===== src/rtl/fetch_pkg.sv =====
// Shared fetch-unit types: state encoding, instruction size, alignment helper.
package fetch_pkg;

  localparam int INST_BYTES = 4;

  typedef enum logic [0:0] {
    RUN   = 1'b0,
    FAULT = 1'b1
  } fetch_state_e;

  function automatic logic misaligned(input logic [1:0] lsb);
    return lsb != 2'b00;
  endfunction

endpackage


===== src/rtl/fetch_queue.sv =====
// Prefetch FIFO of packed {pc, inst, fault} entries; registered head, no bypass.
// Flush empties the queue but still accepts a same-cycle push as the sole new entry.
module fetch_queue #(
  parameter int WIDTH = 32,
  parameter int DEPTH = 4,
  localparam int AW = $clog2(DEPTH),
  localparam int EW = 2 * WIDTH + 1
) (
  input  logic          clk,
  input  logic          rst,
  input  logic          push,
  input  logic [EW-1:0] push_entry,
  input  logic          pop,
  input  logic          flush,
  output logic [EW-1:0] head,
  output logic [AW:0]   count
);

  logic [EW-1:0] mem [DEPTH];
  logic [AW-1:0] rd_ptr;
  logic [AW-1:0] wr_ptr;
  logic [AW-1:0] wr_idx;

  assign wr_idx = flush ? '0 : wr_ptr;
  assign head   = mem[rd_ptr];

  always_ff @(posedge clk) begin
    if (push) begin
      mem[wr_idx] <= push_entry;
    end
  end

  always_ff @(posedge clk) begin
    if (rst) begin
      rd_ptr <= '0;
      wr_ptr <= '0;
      count  <= '0;
    end else if (flush) begin
      rd_ptr <= '0;
      wr_ptr <= push ? AW'(1) : '0;
      count  <= push ? (AW+1)'(1) : '0;
    end else begin
      if (push) wr_ptr <= wr_ptr + 1'b1;
      if (pop)  rd_ptr <= rd_ptr + 1'b1;
      count <= count + (AW+1)'(push) - (AW+1)'(pop);
    end
  end

endmodule


===== src/rtl/fetch_unit.sv =====
// Instruction fetch front end: issue -> capture next cycle -> queue head the cycle after.
// Optional FETCH_PERF_CNT_EN adds saturating starvation / credit-block counters.
module fetch_unit #(
  parameter int               WIDTH    = 32,
  parameter logic [WIDTH-1:0] RESET_PC = '0,
  parameter int               DEPTH    = 4
) (
  input  logic             clk,
  input  logic             rst,
  input  logic             fetch_en,
  output logic [WIDTH-1:0] inst_addr,
  input  logic [WIDTH-1:0] inst_data,
  input  logic             redirect,
  input  logic [WIDTH-1:0] redirect_pc,
  output logic             out_valid,
  input  logic             out_ready,
  output logic [WIDTH-1:0] out_inst,
  output logic [WIDTH-1:0] out_pc,
  output logic             out_fault
`ifdef FETCH_PERF_CNT_EN
  ,
  output logic [31:0]      perf_starve_cnt,
  output logic [31:0]      perf_full_cnt
`endif
);
  import fetch_pkg::*;

  localparam int AW = $clog2(DEPTH);
  localparam int EW = 2 * WIDTH + 1;

  typedef struct packed {
    logic [WIDTH-1:0] pc;
    logic [WIDTH-1:0] inst;
    logic             fault;
  } fetch_entry_t;

  fetch_state_e     state;
  logic [WIDTH-1:0] fetch_pc;
  logic [WIDTH-1:0] inflight_pc;
  logic             inflight;
  logic [AW:0]      count;
  logic [AW+1:0]    pending;
  logic             pop;
  logic             credit_ok;
  logic             issue;
  logic             bad_target;
  logic             push;
  fetch_entry_t     push_entry;
  fetch_entry_t     head;
  logic [EW-1:0]    push_bits;
  logic [EW-1:0]    head_bits;

  assign inst_addr  = fetch_pc;
  assign out_valid  = count != '0;
  assign pop        = out_valid && out_ready;
  assign bad_target = misaligned(redirect_pc[1:0]);

  // Slots already promised: queued entries plus the word still on its way, minus this cycle's pop.
  assign pending   = (AW+2)'(count) + (AW+2)'(inflight) - (AW+2)'(pop);
  assign credit_ok = pending < (AW+2)'(DEPTH);
  assign issue     = (state == RUN) && fetch_en && !redirect && credit_ok;

  always_comb begin
    push       = inflight;
    push_entry = '{pc: inflight_pc, inst: inst_data, fault: 1'b0};
    if (redirect) begin
      push       = bad_target;
      push_entry = '{pc: redirect_pc, inst: '0, fault: 1'b1};
    end
  end

  assign push_bits = push_entry;
  assign head      = fetch_entry_t'(head_bits);
  assign out_pc    = head.pc;
  assign out_inst  = head.inst;
  assign out_fault = head.fault;

  fetch_queue #(
    .WIDTH (WIDTH),
    .DEPTH (DEPTH)
  ) u_queue (
    .clk        (clk),
    .rst        (rst),
    .push       (push),
    .push_entry (push_bits),
    .pop        (pop),
    .flush      (redirect),
    .head       (head_bits),
    .count      (count)
  );

  always_ff @(posedge clk) begin
    if (rst) begin
      state       <= RUN;
      fetch_pc    <= RESET_PC;
      inflight    <= 1'b0;
      inflight_pc <= '0;
    end else if (redirect) begin
      inflight <= 1'b0;
      if (bad_target) begin
        state <= FAULT;
      end else begin
        state    <= RUN;
        fetch_pc <= redirect_pc;
      end
    end else begin
      inflight <= issue;
      if (issue) begin
        inflight_pc <= fetch_pc;
        fetch_pc    <= fetch_pc + WIDTH'(INST_BYTES);
      end
    end
  end

`ifdef FETCH_PERF_CNT_EN
  logic starve;
  logic blocked;

  assign starve  = !out_valid && (state == RUN) && fetch_en;
  assign blocked = (state == RUN) && fetch_en && !redirect && !credit_ok;

  always_ff @(posedge clk) begin
    if (rst) begin
      perf_starve_cnt <= '0;
      perf_full_cnt   <= '0;
    end else begin
      if (starve && perf_starve_cnt != '1)  perf_starve_cnt <= perf_starve_cnt + 32'd1;
      if (blocked && perf_full_cnt != '1)   perf_full_cnt   <= perf_full_cnt + 32'd1;
    end
  end
`endif

endmodule


===== config.mk =====
export PLATFORM = sky130hd
export DESIGN_NAME = fetch_unit
export DESIGN_NICKNAME = d
export VERILOG_FILES = /design/src/rtl/fetch_pkg.sv /design/src/rtl/fetch_queue.sv /design/src/rtl/fetch_unit.sv
export SDC_FILE = /design/constraint.sdc
export NUM_CORES = 1
export LEC_CHECK = 0
export ABC_CLOCK_PERIOD_IN_PS = 8780
export CORE_ASPECT_RATIO = 0.75
export CORE_MARGIN = 2
export CORE_UTILIZATION = 40
export CTS_BUF_LIST = sky130_fd_sc_hd__clkbuf_8
export CTS_CLUSTER_SIZE = 40
export DETAILED_ROUTE_END_ITERATION = 8
export HOLD_SLACK_MARGIN = 0.03
export PLACE_DENSITY_LB_ADDON = 0.15
export SLEW_MARGIN = 20
export SYNTH_ARGS = -nofsm -noshare
export SYNTH_HDL_FRONTEND = slang
export SYNTH_SLANG_ARGS = --single-unit

===== constraint.sdc =====
create_clock -name clk -period 8.78 [get_ports clk]
set_input_delay 1.756 -clock clk [delete_from_list [all_inputs] [get_ports clk]]
set_output_delay 1.756 -clock clk [all_outputs]
set_load 0.01 [all_outputs]

==> results of run 1 <==
[flip-flops by register name, summed over array words and instances (netlist names), named ones only]
register	count
inflight	1
u_queue.wr_ptr	2
inflight_pc	32
inst_addr	32
u_queue.count	3
u_queue.rd_ptr	2
u_queue.mem	260
state	1
[logic make-up (layout without fill, tap and decap cells)]
| group | after synthesis | in the layout | synth area share [%] |
|---|---|---|---|
| xor+xnor | 4 | 4 | 0.2572 |
| fa+ha+maj | 7 | 7 | 0.6980 |
| buf+inv | 81 | 303 | 2.370 |
| flops | 335 | 335 | 68.33 |
| compound gates | 133 | 133 | 6.337 |
| mux | 93 | 93 | 13.03 |
| simple gates | 234 | 234 | 8.973 |
[cell type report]
cell class	instances	area, sq um	share of cell area (%)
sequential	335	9316	55.58
multi-input combinational	471	4038	24.09
timing repair buffer	180	1759	10.49
clock buffer	59	812.0	4.844
tap	450	563.0	3.359
clock inverter	41	187.7	1.120
inverter	23	86.33	0.5150
[report_power, final]
group          total, W  switching, W  internal (W)
combinational  0.000377      0.000186      0.000191
clock           0.00124      0.000601      0.000643
sequential      0.00179     0.0000357       0.00176
[cells in the mapped netlist, drive strengths merged (19+ instances only)]
cell type,instances,area share (%)
mux2,25,2.1
nor2b,33,1.5
clkbuf,39,1.1
dfxtp,75,11
a21oi,45,1.7
nand3,20,0.83
mux4,65,11
edfxtp,260,57
nand2,96,2.6
inv,23,0.63
nor2,24,0.66
o21ai,20,0.73
buf,19,0.66
[layer usage]
metal  vias to the layer above  share of wire (%)
met3                        53                6.2
met1                      4167                 48
met4                         0                1.5
met2                       207                 45
li1                       3816                  -
met5                         -                  0
[layout by cell type (no fill, tap or decap), drive strengths merged, types with 15 or more instances in the layout]
cell,instances
nor2,24
edfxtp,260
clkdlybuf4s50,164
buf,16
a21oi,45
inv,49
dfxtp,75
mux2,25
clkbuf,59
nand3,20
o21ai,20
mux4,65
a31oi,15
nand2,96
nor2b,33
[worst max-delay path by stage]
| stage | cells past startpoint | start | end |
|---|---|---|---|
| after floorplan | 4 | redirect | u_queue.mem[3][0] |
| after global placement | 11 | out_ready | inst_addr[2] |
| after detailed placement | 11 | out_ready | inst_addr[2] |
| after CTS | 3 | register | out_pc[29] |
| after global routing | 3 | register | out_pc[29] |
| final | 3 | register | out_pc[29] |
[through the flow]
step	setup WS (ns)	hold slack (ns)	utilization [%]	total power (W)
final	3.757	0.4507	50.00	0.003411
after CTS	3.606	0.4537	50.00	0.003462
after floorplan	1.096	0.4338	-	0.002016
after global placement	3.579	0.4400	47.01	0.002204
after global routing	3.490	0.4760	50.00	0.003568
after detailed placement	3.562	0.4444	47.01	0.002205
[critical path: stages (launching register included)]
cell             delay, ns
dfxtp_4               0.63
buf_4                 0.84
mux4_2                0.65
clkdlybuf4s50_1       0.51
==> impl_metrics.json, run 1 <==
{
  "n_antenna_cell": 0,
  "postCtsSetupRepairBufs": 0,
  "setup_viol": 0,
  "mappedNetlistArea_sq_um": 13620,
  "cellLeakagePower_nw": 5.512,
  "grt_max_degree": 66,
  "reg2regPathDepth": 11,
  "avgSynthCellArea_sq_um": 15.36,
  "busiest_layer": "met1",
  "period_share_pct": 57.21,
  "gp_congestion": 0.7713,
  "hold_end": "inflight_pc[10]",
  "ant_nets": 0,
  "place_area_sq_um": 15760,
  "routedWlPerCell_um": 20.87,
  "tns_ns": 0,
  "grtUsageMet3_pct": 4.722,
  "num_io_pins": 167,
  "fin_worst_skew_ns": 0.01343,
  "dieArea_sq_um": 35560,
  "worstReg2RegStart": "u_queue.count[1]",
  "cts_root_buf": "clkbuf_8",
  "synthArstFlopShare_pct": 0,
  "worst_pin_slew_ns": 1.057,
  "worstPathArrival_ns": 3.27,
  "min-delay-start": "inflight_pc[10]",
  "worstSetupStartpointType": "register",
  "grt_pass1_wl_um": 50250,
  "synth.ff_latch_count": 335,
  "antenna_found_initial": 0,
  "vias": 8243,
  "cts.sinks": 335,
  "stdcell_count": 1559,
  "synth_edf_count": 260,
  "fin_nets": 1140,
  "clk_pin_slew_ns": 0.06,
  "met2_usage_pct": 27.33,
  "cts_resized": 0,
  "clk_path_buf_depth": 3,
  "dr.pass1.iters": 5,
  "cts_tree": "yes",
  "rsz0062_at_grt": "no",
  "postCtsHoldBufs": 0,
  "track_usage_pct": 18.51,
  "dr.first_iter.drc_count": 491,
  "wl_um": 32530,
  "cp.required_ns": 7.02,
  "placed_cells": 1459,
  "syn2layout_area_growth_pct": 23.04,
  "hold_depth": 2,
  "place_hpwl_um": 19270,
  "holdCritPathClass": "reg2reg",
  "critPathMaxFanout": 47,
  "finalMaxSlewViolations": 0,
  "p_per_area_nw_per_um2": 203.5,
  "n_fill_cell": 2903,
  "crit_type": "reg2out",
  "ys.flop_type": "edfxtp_1",
  "fp.dieH_um": 163.8,
  "clk_latency_ns": 0.60,
  "slew_headroom_pct": 29.54,
  "core_sq_um": 33530,
  "status": "complete, no violations",
  "via_per_inst": 5.287,
  "postLayoutCellArea_sq_um": 16760,
  "drv_cap": 0,
  "syn_nets": 963,
  "place.port_buffers": 166,
  "fin_crit_ns": 5.023,
  "route.detailed.drc": 0,
  "cts.htree.levels": 2,
  "ff2ff_setup_slack_ns": 4.95,
  "ir_worst_vdd_mv": 0.1137,
  "numCtsBuffers": 53,
  "grt_pass1_vias": 8206,
  "timing.rr.end": "inst_addr[2]",
  "synth_cell_type_count": 61,
  "max_freq_mhz": 199.1,
  "finalHoldViolCount": 0,
  "end_kind": "primary output",
  "use_met1_pct": 27.39,
  "grt-ovfl-total": 0,
  "rows": 58,
  "seq_area_frac_synth_pct": 68.33,
  "synthCells": 887,
  "die_x_um": 217.1,
  "synth-warning-count": 0,
  "initial_core_util_pct": 40.63,
  "drive_gt1_share_pct": 16.68
}
No activity file was read; power rests on OpenSTA's default activity.
==> inputs of run 2 (changes only) <==
- ABC_CLOCK_PERIOD_IN_PS: 8780 -> 4950
- clock period: 8.78 -> 4.95 ns (I/O delays scaled with it)
==> impl_metrics.json, run 2 (synthesis gave the netlist of run 1 again) <==
{
  "status": "complete, no violations",
  "die_x_um": 217.1,
  "slowest_delay_ns": 0.70,
  "initial_core_util_pct": 40.63,
  "place.port_buffers": 166,
  "postCtsSetupRepairBufs": 0,
  "clk_path_buf_depth": 3,
  "final_util_pct": 50.52,
  "setup_viol": 0,
  "gp_congestion": 0.7703,
  "hold_depth": 2,
  "top_register": "u_queue.mem",
  "worst_pin_slew_ns": 1.033,
  "ant_nets": 0,
  "fin_worst_skew_ns": 0.02012,
  "stdcell_count": 1563,
  "worstSetupStartpointType": "register",
  "final_common_cell": "edfxtp_1",
  "num_io_pins": 167,
  "crit_type": "reg2out",
  "cp.required_ns": 3.96,
  "end_kind": "primary output",
  "max_freq_mhz": 261.7,
  "critPathBufInv": 2,
  "clk_pin_slew_ns": 0.05,
  "cts_root_buf": "clkbuf_8",
  "mostFrequentLayoutCells": "edfxtp_1, clkdlybuf4s50_1, nand2_1, dfxtp_1, mux4_2",
  "grt_max_degree": 66,
  "cpMaxStageDelayCell": "dfxtp_4",
  "tns_ns": 0,
  "drv_cap": 0,
  "crit_cells": 3,
  "core_sq_um": 33530,
  "largest_register_ffs": 260,
  "track_usage_pct": 18.60,
  "grt-ovfl-total": 0,
  "rows": 58,
  "clk_latency_ns": 0.60,
  "postCtsHoldBufs": 0,
  "rsz0062_at_grt": "no",
  "grt_pass1_vias": 8198,
  "syn2layout_area_growth_pct": 24.34,
  "numCtsBuffers": 54,
  "holdCritPathClass": "reg2reg",
  "cts_tree": "yes",
  "via_per_inst": 5.338,
  "p_per_area_nw_per_um2": 365.7,
  "fp.dieH_um": 163.8,
  "worstPathArrival_ns": 2.83,
  "fin_nets": 1148,
  "cts.sinks": 335,
  "period_share_pct": 77.20,
  "fin_crit_ns": 3.821,
  "cts_resized": 0,
  "finalMaxSlewViolations": 0,
  "place_hpwl_um": 19500,
  "n_antenna_cell": 0,
  "antenna_found_initial": 1,
  "vias": 8344,
  "drive_gt1_share_pct": 17.70,
  "routedWlPerCell_um": 21.09,
  "finalHoldViolCount": 0,
  "cp_cell_sequence": "buf_12, mux4_2, clkdlybuf4s50_1",
  "dr.pass1.iters": 5,
  "cellLeakagePower_nw": 5.586,
  "slew_headroom_pct": 30.92,
  "grt_pass1_wl_um": 50000,
  "dieArea_sq_um": 35560,
  "placed_cells": 1465,
  "route.detailed.drc": 0,
  "critPathMaxFanout": 41,
  "crit_family": "buffers and inverters",
  "wl_um": 32970,
  "reg2regPathDepth": 10,
  "dr.first_iter.drc_count": 682,
  "cts.htree.levels": 2,
  "ir_worst_vdd_mv": 0.2121
}
-- run 2: changes by cell type in the layout (fill, tap and decap cells not counted) --
| cell | before | now |
|---|---|---|
| buf_4 | 15 | 18 |
| bufinv_16 | 1 | 3 |
| buf_12 | 0 | 3 |
| nor3_2 | 2 | 1 |
| nor3_4 | 0 | 1 |
| inv_1 | 48 | 44 |
| clkinv_1 | 10 | 6 |
| clkbuf_8 | 59 | 60 |
| buf_16 | 0 | 1 |
| nor3b_4 | 0 | 1 |
| clkinv_2 | 3 | 5 |
| nor3b_2 | 1 | 0 |
-- run 2: metal layers --
| metal | track usage, % | part of all wire (%) | vias to the layer above |
|---|---|---|---|
| met5 | 0 | 0.039 | - |
| met4 | 5.573 | 2.0 | 2 |
| met3 | 5.074 | 6.6 | 57 |
| met2 | 26.97 | 44 | 232 |
| met1 | 27.31 | 48 | 4221 |
| li1 | - | - | 3832 |
-- run 2: worst paths after layout --
kind         slack, ns              end              from
min reg2reg       0.45  inflight_pc[31]   inflight_pc[31]
max reg2reg       1.31     inst_addr[8]  u_queue.count[1]
min               0.45  inflight_pc[31]   inflight_pc[31]
max               1.13       out_pc[24]          register
-- run 2: final cells by class --
cell class                 count  area, sq um
fill                        2896        16590
sequential                   335         9316
multi-input combinational    471         4050
timing repair buffer         187         1869
clock buffer                  60        825.8
tap                          450        563.0
clock inverter                37        227.7
inverter                      23        86.33
-- run 2: metrics by stage --
stage / setup WS (ns) / power (W) / instance area, sq um / hold WS [ns]
4_1_cts: 0.9946 / 0.006293 / 16910 / 0.4552
5_1_grt: 0.9076 / 0.006481 / 16940 / 0.4664
6_report: 1.129 / 0.006195 / 16940 / 0.4511
3_3_place_gp: 0.6981 / 0.003922 / 15860 / 0.4400
3_5_place_dp: 0.6419 / 0.003925 / 15860 / 0.4473
2_1_floorplan: 0.3320 / 0.003576 / 13650 / 0.4338
-- run 2: worst min-delay path: cells and delay by family, from the launching register on --
family,cells,cell delay (ns)
simple gates,1,0.05
compound gates,1,0.05
flops,1,0.30
-- run 2: power by group --
part | total [W] | internal [W] | switching [W]
Combinational | 0.000684 | 0.000351 | 0.000334
Clock | 0.00233 | 0.00126 | 0.00107
Sequential | 0.00318 | 0.00311 | 0.0000635
Total | 0.00620 | 0.00472 | 0.00147
